[config.mk]
export PLATFORM = sky130hd
export DESIGN_NAME = spw_tick_gen
export DESIGN_NICKNAME = d
export VERILOG_FILES = /design/src/rtl/spw_tick_gen.sv
export SDC_FILE = /design/constraint.sdc
export NUM_CORES = 1
export LEC_CHECK = 0
export CAP_MARGIN = 20
export CORE_MARGIN = 3
export CORE_UTILIZATION = 47
export DETAILED_ROUTE_END_ITERATION = 8
export PLACE_DENSITY = 0.82
export SYNTH_ARGS = -nofsm -noshare
export SYNTH_HDL_FRONTEND = slang
export SYNTH_SLANG_ARGS = --single-unit
[constraint.sdc]
create_clock -name clk -period 4.08 [get_ports clk]
set_input_delay 1.224 -clock clk [delete_from_list [all_inputs] [get_ports clk]]
set_output_delay 1.224 -clock clk [all_outputs]
set_load 0.01 [all_outputs]
[src/rtl/spw_tick_gen.sv]
// Periodic SpaceWire time-code source: counts rising edges of the divided slow clock
// and raises a held tick request every tick_period edges, flagging ticks that arrive while busy.
module spw_tick_gen #(
    parameter int unsigned PERIOD_W = 16,
    parameter int unsigned MISS_W   = 8
) (
    input  logic                clk,
    input  logic                reset_n,
    input  logic                slow_clk_in,
    input  logic                enable,
    input  logic                link_running,
    input  logic [PERIOD_W-1:0] tick_period,
    input  logic [1:0]          ctrl_flags,
    input  logic                tick_ack,
    output logic                tick_req,
    output logic [5:0]          time_out,
    output logic [1:0]          ctrl_out,
    output logic                tick_missed,
    output logic [MISS_W-1:0]   miss_count
);

    localparam logic [0:0] ST_IDLE = 1'b0;
    localparam logic [0:0] ST_REQ  = 1'b1;

    localparam logic [PERIOD_W-1:0] PERIOD_ONE = PERIOD_W'(1);
    localparam logic [MISS_W-1:0]   MISS_ONE   = MISS_W'(1);

    logic [0:0]          state;
    logic                slow_prev;
    logic [PERIOD_W-1:0] edge_cnt;
    logic [PERIOD_W-1:0] cnt_limit;
    logic                slow_edge;
    logic                active;
    logic                tick_event;

    // A zero period behaves like a period of one, so the wrap limit is clamped at 0.
    always_comb begin
        slow_edge  = slow_clk_in & ~slow_prev;
        active     = enable & link_running;
        cnt_limit  = (tick_period == '0) ? '0 : (tick_period - PERIOD_ONE);
        tick_event = active & slow_edge & (edge_cnt >= cnt_limit);
    end

    always_ff @(posedge clk) begin
        if (!reset_n) begin
            slow_prev <= 1'b0;
        end else begin
            slow_prev <= slow_clk_in;
        end
    end

    always_ff @(posedge clk) begin
        if (!reset_n) begin
            edge_cnt <= '0;
        end else if (!active) begin
            edge_cnt <= '0;
        end else if (slow_edge) begin
            if (edge_cnt >= cnt_limit) begin
                edge_cnt <= '0;
            end else begin
                edge_cnt <= edge_cnt + PERIOD_ONE;
            end
        end
    end

    always_ff @(posedge clk) begin
        if (!reset_n) begin
            state       <= ST_IDLE;
            tick_req    <= 1'b0;
            time_out    <= '0;
            ctrl_out    <= '0;
            tick_missed <= 1'b0;
            miss_count  <= '0;
        end else begin
            tick_missed <= 1'b0;
            case (state)
                ST_IDLE: begin
                    if (tick_event) begin
                        time_out <= time_out + 6'd1;
                        ctrl_out <= ctrl_flags;
                        tick_req <= 1'b1;
                        state    <= ST_REQ;
                    end
                end
                ST_REQ: begin
                    // Losing the gate wins over any ack/event pending in the same cycle.
                    if (!active) begin
                        tick_req <= 1'b0;
                        state    <= ST_IDLE;
                    end else if (tick_event && tick_ack) begin
                        time_out <= time_out + 6'd1;
                        ctrl_out <= ctrl_flags;
                        tick_req <= 1'b1;
                    end else if (tick_event) begin
                        tick_missed <= 1'b1;
                        if (miss_count != '1) begin
                            miss_count <= miss_count + MISS_ONE;
                        end
                    end else if (tick_ack) begin
                        tick_req <= 1'b0;
                        state    <= ST_IDLE;
                    end
                end
                default: begin
                    tick_req <= 1'b0;
                    state    <= ST_IDLE;
                end
            endcase
        end
    end

endmodule

==> impl_metrics.ini, run 1 <==
[timing]
finClkSkew_ns = 0.00604
relSlewSlack_pct = 60.4
hold_slack_ns = 0.465
worstMarginPinSlew_ns = 0.587
tns_ns = -1.87
setup_viol = 33
setup_ws_ns = -0.189
final_hold_viol_count = 0
fin_crit_sh_pct = 105
drv_slew = 0
timing.fmax_ghz = 0.234
post-route-min-period_ns = 4.27

[clock_network]
cts_sinks = 36
clk_latency_ns = 0.29
cts_tree = built
h-tree-depth = 2
cts_root_buf = clkbuf_8
cts_buffers = 5
clock_path_buffers = 2
clk_pin_slew_ns = 0.07

[setup_path]
r2r_cells = 8
cp.arrival_ns = 4.44
path_class = in -> reg
worstPathMaxFanout = 5
startpoint_type = primary input
crit_required_ns = 4.25
endpoint_kind = flop

[synthesis]
synth.avg_cell_area_um2 = 8.13
synth.distinct_cells = 35
synthCells = 280
synth_top_area_share_pct = 31.7
yosys.cell_count.top_type = nand2_1
synth-edff-count = 0
synth_nets = 325
netlist_area_um2 = 2280
ys_async_sr_fraction_pct = 0
yosys-top-cells-area = dfxtp_1 32%, ha_1 12%, nand2_1 7.9%, xor2_1 6.9%, xnor2_1 5.0%
synth_area_leader_cell = dfxtp_1
yosys_most_used_dff = dfxtp_1
netlist_top_cells_count = 48 x nand2_1, 36 x dfxtp_1, 30 x nor2_1
ys_warn_count = 0
yosysSeqAreaShare_pct = 31.7
synth-seq-cells = 36

[power_and_ir_drop]
power.total_uw = 710
p_leak_uw = 0.00143
p_per_area_nw_per_um2 = 208
peakVddDrop_uv = 175

[job]
drv_cap = 0

[drt]
vias = 2512
drt_iter0_markers = 247
viasPerCell = 5.98
routedWlPerCell_um = 18.0
finalWirelength_um = 7570
first_pass_iters = 5
drc = 0
ant_nets = 0

[global_route]
grt_pass1_wl_um = 10800
grt.total_usage_pct = 24.5
grt_pass1_vias = 2331
antenna_found_initial = 0
grt_overflow = 0
grt_max_degree = 27

[final_layout]
fin_util_pct = 75.9
drive_gt1_share_pct = 28.5
diodes = 0
nets = 413
area_growth_pct = 50.1

[floorplanning]
placementRows = 24
core_area_um2 = 4500
die_h_um = 75.6
initial_core_util_pct = 50.5
die_width_um = 75.6
ioPinCount = 42
dieArea_um2 = 5710

[placed_design]
numPortBuffers = 41
gp_congestion = 0.887
hpwl_um = 4180

[hold_path]
min_path_cells = 2
min_path_type = reg -> reg

[status]
failed_checks = setup timing
status = finished with violations
## registers in the layout, indices dropped and copies added (netlist names)
register	cells
state	1
time_out	6
ctrl_out	2
edge_cnt	16
slow_prev	1
tick_missed	1
miss_count	8
tick_req	1
## path summary, 6_finish.rpt
kind,start,endpoint,slack (ns)
setup / recovery,tick_period[0],time_out[5],-0.19
hold / removal,ctrl_out[1],ctrl_out[1],0.47
setup reg to reg,edge_cnt[0],edge_cnt[6],1.45
hold reg to reg,ctrl_out[1],ctrl_out[1],0.47
## layer usage
metal / routed length, um / vias up / global-route usage [%] / part of all wire [%]
met2: 3720 / 108 / 40.7 / 49
met5: 0 / - / 0 / 0
li1: - / 1154 / - / -
met4: 291 / 0 / 8.16 / 3.8
met1: 3140 / 1216 / 31.7 / 41
met3: 421 / 34 / 4.88 / 5.6
## cell type report
| cell class | instances | area [um2] |
|---|---|---|
| tap | 52 | 65.1 |
| multi-input combinational | 231 | 1780 |
| fill | 287 | 1090 |
| sequential | 36 | 721 |
| inverter | 8 | 30.0 |
| clock inverter | 1 | 5.00 |
| timing repair buffer | 86 | 743 |
| clock buffer | 6 | 72.6 |
## timing repair
item / 4_1_cts / 5_1_grt
gates resized for setup: 36 / 56
hold buffers: 0 / 0
endpoints found under the setup margin: 28 / 35
pin swaps: 24 / 36
buffers inserted: 8 / 6
cloned: 1 / 0
## per-stage QoR
step	cells	area, um2	setup slack, ns
floorplan	280	2280	0.00459
global placement	399	2950	-0.457
detailed placement	399	2950	-0.620
CTS	415	3230	0.0108
global route	420	3420	-0.226
finish	420	3420	-0.189
## layout by cell type, fill, tap and decap left out, types with 3 or more instances in the layout
cell type and count:
nand2_2 5, and3_1 5, a21oi_1 8, clkbuf_2 7, ha_1 18, ha_4 3, buf_4 42, clkdlybuf4s15_1 3
a21oi_2 4, inv_1 7, nand4_1 13, o21ai_0 6, nor2_1 21, nor3_1 3, clkdlybuf4s50_1 27, o21ai_1 3
nor2_2 8, dlymetal6s2s_1 4, nand2_1 42, nand2b_1 9, dfxtp_1 36, xor2_1 17, mux2i_1 9, clkbuf_8 5
nand3_1 8, xnor2_1 12
## worst max-delay path: stages
cell and delay (ns):
clkdlybuf4s15_1 0.23, inv_1 0.08, ha_1 0.20, nor3b_2 0.18, and3_4 0.18, buf_4 0.14, nor3_4 0.19, a21oi_2 0.07
ha_1 0.33, nand4_1 0.20, a211oi_2 0.43, a32oi_4 0.25, a2111oi_4 0.42, xnor2_1 0.21, nor2_1 0.10
## cells by family (layout without fill, tap and decap cells)
| logic type | Yosys count | in the layout | synth area share, % |
|---|---|---|---|
| compound gates | 31 | 32 | 8.52 |
| xor+xnor | 31 | 31 | 11.9 |
| fa+ha+maj | 21 | 21 | 11.5 |
| buf+inv | 14 | 101 | 3.02 |
| flops | 36 | 36 | 31.7 |
| mux | 9 | 9 | 3.96 |
| simple gates | 138 | 138 | 29.4 |
## power breakdown
part | internal, uW | switching [uW] | leakage (uW)
Clock | 116 | 130 | 0.0000410
Sequential | 352 | 0.547 | 0.000290
Combinational | 53.9 | 57.1 | 0.00110
(Power assumes the default switching activity.)
==> run 2, diff against run 1 <==
--- a/config.mk
+++ b/config.mk
@@ -5,11 +5,13 @@
 export SDC_FILE = /design/constraint.sdc
 export NUM_CORES = 1
 export LEC_CHECK = 0
+export ABC_AREA = 1
 export CAP_MARGIN = 20
 export CORE_MARGIN = 3
-export CORE_UTILIZATION = 47
+export CORE_UTILIZATION = 49
 export DETAILED_ROUTE_END_ITERATION = 8
-export PLACE_DENSITY = 0.82
+export PLACE_DENSITY = 0.83
+export RECOVER_POWER = 100
 export SYNTH_ARGS = -nofsm -noshare
 export SYNTH_HDL_FRONTEND = slang
 export SYNTH_SLANG_ARGS = --single-unit
==> run 2 against run 1 <==
  * Combinational power decreased by 11%
  * Fmax increased by 11%
  * Critical endpoint is now edge_cnt[2]
  * Critical path type unchanged
  * Critical path depth unchanged
  * Synthesized cell count increased by 36%
  * Total power increased by 0.79%
  * Via count increased by 3.5%
  * Final cell count increased by 24%
  * The flow now finishes without violations
  * Clock power increased by 7%
  * Die area increased by 9.0%
  * Worst setup slack improved by 0.43 ns
==> impl_metrics.ini, run 2 <==
[synthesis]
yosys.cell_count.top_type = nand2_1
ys_warn_count = 0
yosys_most_used_dff = dfxtp_1
synth_nets = 427
synth_area_leader_cell = dfxtp_1
synthCells = 382
synth.avg_cell_area_um2 = 6.82
ys_async_sr_fraction_pct = 0
netlist_top_cells_count = 97 x nand2_1, 51 x inv_1, 36 x dfxtp_1, 36 x nor2_1, 25 x a21oi_1
netlist_area_um2 = 2600
synth_top_area_share_pct = 27.7
synth-seq-cells = 36
yosys-top-cells-area = dfxtp_1 28%, nand2_1 14%, ha_1 10%, inv_1 7.4%, nor2_1 5.2%
synth-edff-count = 0
synth.distinct_cells = 36
yosysSeqAreaShare_pct = 27.7

[clock_network]
cts_root_buf = clkbuf_8
clk_pin_slew_ns = 0.07
cts_buffers = 5
h-tree-depth = 2
cts_tree = built
clock_path_buffers = 2
clk_latency_ns = 0.29
cts_sinks = 36

[drt]
ant_nets = 0
drc = 0
finalWirelength_um = 6010
viasPerCell = 5.01
routedWlPerCell_um = 11.6
drt_iter0_markers = 79
vias = 2600
first_pass_iters = 4

[hold_path]
hp-start = ctrl_out[0]
min_to = ctrl_out[0]
min_path_cells = 2
min_path_type = reg -> reg

[floorplanning]
core_area_um2 = 4910
ioPinCount = 42
dieArea_um2 = 6220
die_h_um = 78.9
initial_core_util_pct = 53.0
placementRows = 25
die_width_um = 78.9

[setup_path]
r2r_start = edge_cnt[0]
r2r_cells = 13
reg2reg_to = miss_count[1]
worstPathMaxFanout = 16
path_class = in -> reg
cp.arrival_ns = 4.05
startpoint_type = primary input
crit_chain = clkdlybuf4s50_1 -> nor2_1 -> nand4_1 -> nor4_2 -> nand2_1 -> xnor2_1 -> nand2_1 -> ha_4 -> a21oi_1 -> o21ai_0 -> nor2_1 -> nand2_2 -> nand2_1 -> nand2_4 -> nor3b_1
critPathMostFrequentCell = nand2_1
rrSetupSlack_ns = 2.16
crit_required_ns = 4.29
cp_slowest_cell = clkdlybuf4s50_1
endpoint_kind = flop
slowest_delay_ns = 0.42

[final_layout]
area_growth_pct = 33.2
drive_gt1_share_pct = 19.5
fin_util_pct = 70.6
fillCellCount = 402
largest_register_ffs = 16
final_cell_mix = 97 x nand2_1, 49 x inv_1, 36 x dfxtp_1
regMostFlops = edge_cnt
reg_top3 = edge_cnt x16, miss_count x8, time_out x6
diodes = 0
final_common_cell = nand2_1
nets = 496

[timing]
finClkSkew_ns = 0.00375
setup_viol = 0
worstMarginPinSlew_ns = 0.522
drv_slew = 0
final_hold_viol_count = 0
relSlewSlack_pct = 65.0
tns_ns = 0
post-route-min-period_ns = 3.84
timing.fmax_ghz = 0.260
hold_slack_ns = 0.464
fin_crit_sh_pct = 94.1

[placed_design]
gp_congestion = 0.878
hpwl_um = 4580
numPortBuffers = 41

[job]
drv_cap = 0

[global_route]
antenna_found_initial = 0
grt_max_degree = 17
grt_pass1_vias = 2482
grt_overflow = 0
grt_pass1_wl_um = 10000
grt.total_usage_pct = 19.3

[status]
status = complete, no violations

[power_and_ir_drop]
p_leak_uw = 0.00157
p_per_area_nw_per_um2 = 206
peakVddDrop_uv = 177
==> run 2: cell count changes in the layout (fill, tap and decap cells not counted), sizes merged, moves of 8 or more <==
cell / before / now
xnor2: 13 / 5
buf: 45 / 25
nand2: 48 / 102
nor2: 30 / 48
nand2b: 10 / 0
dlygate4sd3: 0 / 19
nand3: 8 / 21
inv: 8 / 58
a21oi: 13 / 25
mux2i: 9 / 0
==> run 2: kinds of logic after synthesis <==
kind of cell,Yosys count,share of synthesized area [%]
AND/OR/NAND/NOR,207,39.2
AO/OA/AOI/OAI,39,8.22
buffers and inverters,63,9.47
adder cells (fa/ha/maj),21,10.1
flip-flops,36,27.7
XOR/XNOR,16,5.38
==> run 2: layout make-up <==
type                    instances  area, um2  area share (%)
clock inverters                 2       10.0           0.289
repair buffers                 66        607            17.5
multi-input cells             283       1740            50.0
inverters                      59        229            6.60
flip-flops and latches         36        721            20.8
well taps                      67       83.8            2.42
clock buffers                   6       82.6            2.38
==> run 2: worst max path at each step <==
| stage | slack (ns) | endpoint | start |
|---|---|---|---|
| finish | 0.24 | edge_cnt[2] | tick_period[5] |
| global route | -0.02 | miss_count[1] | tick_period[1] |
| CTS | 0.13 | miss_count[4] | tick_period[1] |
| detailed placement | -0.15 | miss_count[4] | tick_period[1] |
| global placement | 0.001 | edge_cnt[5] | tick_period[3] |
| floorplan | 0.62 | time_out[0] | tick_period[0] |
==> run 2: timing repair <==
action	4_1_cts	5_1_grt
buffers inserted	0	2
hold buffers	0	0
gates resized for setup	0	24
endpoints found under the setup margin	0	32
==> run 2: worst max-delay path, delay by kind of cell <==
kind	cells	cell delay, ns
AND/OR/NAND/NOR	10	1.75
AO/OA/AOI/OAI	2	0.25
adder cells (fa/ha/maj)	1	0.22
buffers and inverters	1	0.42
XOR/XNOR	1	0.18
==> run 2: routing by layer <==
| layer | wire length, um | track usage [%] | vias up |
|---|---|---|---|
| met5 | 0 | 0 | - |
| met1 | 2740 | 23.7 | 1170 |
| li1 | - | - | 1357 |
| met3 | 295 | 3.29 | 11 |
| met4 | 104 | 6.87 | 0 |
| met2 | 2860 | 34.0 | 62 |
==> run 2: per-stage QoR <==
stage | instance area (um2) | cells | power, uW | worst slack, ns
2_1_floorplan | 2600 | 382 | 409 | 0.616
4_1_cts | 3340 | 517 | 715 | 0.125
3_5_place_dp | 3250 | 509 | 456 | -0.152
5_1_grt | 3470 | 519 | 746 | -0.0218
6_report | 3470 | 519 | 715 | 0.239
3_3_place_gp | 3250 | 509 | 454 | 0.000971
==> run 2: power by group <==
| part | internal, uW | leakage (uW) | switching, uW |
|---|---|---|---|
| clock network | 135 | 0.0000510 | 128 |
| registers | 352 | 0.000290 | 1.22 |
| logic | 48.2 | 0.00123 | 50.8 |
==> RTL change, RTL diff (config.mk and constraints of run 2) <==
Make the reset (`reset_n`) asynchronous in 3 clocked blocks.
--- a/src/rtl/spw_tick_gen.sv
+++ b/src/rtl/spw_tick_gen.sv
@@ -42,5 +42,5 @@
     end
 
-    always_ff @(posedge clk) begin
+    always_ff @(posedge clk or negedge reset_n) begin
         if (!reset_n) begin
             slow_prev <= 1'b0;
@@ -50,5 +50,5 @@
     end
 
-    always_ff @(posedge clk) begin
+    always_ff @(posedge clk or negedge reset_n) begin
         if (!reset_n) begin
             edge_cnt <= '0;
@@ -64,5 +64,5 @@
     end
 
-    always_ff @(posedge clk) begin
+    always_ff @(posedge clk or negedge reset_n) begin
         if (!reset_n) begin
             state       <= ST_IDLE;
Check against the original RTL: differs if reset_n is asserted again (counterexample within 4 cycles, from zero or initial values and one cycle with reset_n low); with reset_n held inactive, the same outputs for 10 cycles.
==> RTL change against run 2 <==
- the run now ends with max-capacitance violations, max-slew violations left
- total power down 1.0%
- sequential cell count unchanged
- core utilization down 7.0 points
- worst setup slack worse by 0.0077 ns
- first-iteration DRC count up 27%
- area after synthesis up 9.0%
- routed wire length up 8.3%
- design area up 1.6%
- critical endpoint is now time_out[0]
- largest cell class unchanged
- largest power group unchanged
==> RTL change: results <==
{
  "regArea_um2": 901,
  "synthTopCellsByArea": "dfrtp_1 32%, nand2_1 14%, ha_1 9.3%, inv_1 5.7%, xor2_1 5.2%",
  "r2r-start": "edge_cnt[7]",
  "drt_wl_total_um": 6510,
  "swShare": 0.243,
  "grt_pass1_vias": 2623,
  "place_hpwl_um": 4980,
  "synth-seq-area-share": 0.317,
  "seq_cell_count": 36,
  "min_path_type": "reg -> reg",
  "violations": "max-capacitance violations, max-slew violations",
  "vias_per_cell": 5.19,
  "ys.flop_type": "dfrtp_1",
  "drt-pass1-iter-count": 5,
  "status": "complete, but fails checks",
  "fillers": 493,
  "final.setup_skew_ns": 0.00206,
  "synth_compound_area_frac": 0.0696,
  "peakVddDrop_v": 0.000200,
  "clkCellAreaFrac": 0.0256,
  "buffer_area_frac": 0.151,
  "multi_input_cells": 290,
  "signal_buffers": 56,
  "sequentialPower_mw": 0.359,
  "maxCapViolations": 1,
  "power.switching_mw": 0.172,
  "drv_slew": 37,
  "synth_top_area_frac": 0.317,
  "drive_gt1_frac": 0.143,
  "grt_pass1_wl_um": 11000,
  "synthTopCellsByCount": "107 x nand2_1, 43 x inv_1, 36 x dfrtp_1",
  "drt_iter0_markers": 100,
  "pg_comb_mw": 0.0875,
  "multi_input_area_share": 0.487,
  "inverters": 52,
  "nNetsFinal": 486,
  "cp_max_fo": 6,
  "grt_usage": 0.208,
  "synthArstFlopShare": 1.00,
  "ys_types": 35,
  "p_leak_nw": 1.76,
  "n_clock_buffer": 8,
  "synth-xor-area-share": 0.0802,
  "arrival_ns": 4.08
}
-- RTL change: worst max-delay path, cell delays in order --
cell and delay (ns):
clkdlybuf4s50_1 0.45, inv_1 0.16, ha_1 0.19, nand2_1 0.10, nor2_1 0.20, nand3_1 0.13
xnor2_1 0.18, nand2_1 0.09, ha_1 0.28, nand2_1 0.05, inv_1 0.06, nand2_1 0.06
a21oi_2 0.17, nor2_4 0.09, nand2_8 0.11, nand2_4 0.06, nor2_4 0.19, buf_4 0.18
nand2_2 0.04, nand2_1 0.06
-- RTL change: routing by layer --
metal  wire [um]  share of wire  GRT usage
met1        2880           0.44      0.251
met4          96          0.015     0.0648
met3         311          0.048     0.0369
met2        3210           0.49      0.372
met5           0              0          0
-- RTL change: worst paths after layout --
path                                endpoint  slack (ns)
worst max-delay path             time_out[0]        0.23
worst min-delay path             ctrl_out[1]        0.48
worst max register to register   time_out[0]        2.15
worst min register to register   ctrl_out[1]        0.48
max in group asynchronous        edge_cnt[1]        0.93
min in group asynchronous       edge_cnt[14]        2.01
-- RTL change: repair_timing --
item / 4_1_cts / 5_1_grt
buffers inserted: 0 / 1
gates resized for setup: 0 / 0
endpoints found under the hold margin: 0 / 0
setup endpoints to repair: 0 / 5
-- RTL change: per-stage QoR --
step           cells  setup TNS [ns]  cell area [um2]  worst slack (ns)  hold WS [ns]
2_1_floorplan    382               0             2840             0.655         0.487
3_3_place_gp     505               0             3430            0.0551         0.459
3_5_place_dp     505          -0.181             3430           -0.0416         0.473
4_1_cts          513               0             3520             0.257         0.494
5_1_grt          514               0             3520           0.00251         0.529
6_report         514               0             3520             0.231         0.479
-- RTL change: cells by family after synthesis --
group | Yosys count
and+or+nand+nor | 210
DFF | 36
buffers and inverters | 56
xor gates and xnor gates | 26
AOI/OAI and AO/OA | 33
adders and majority gates | 21
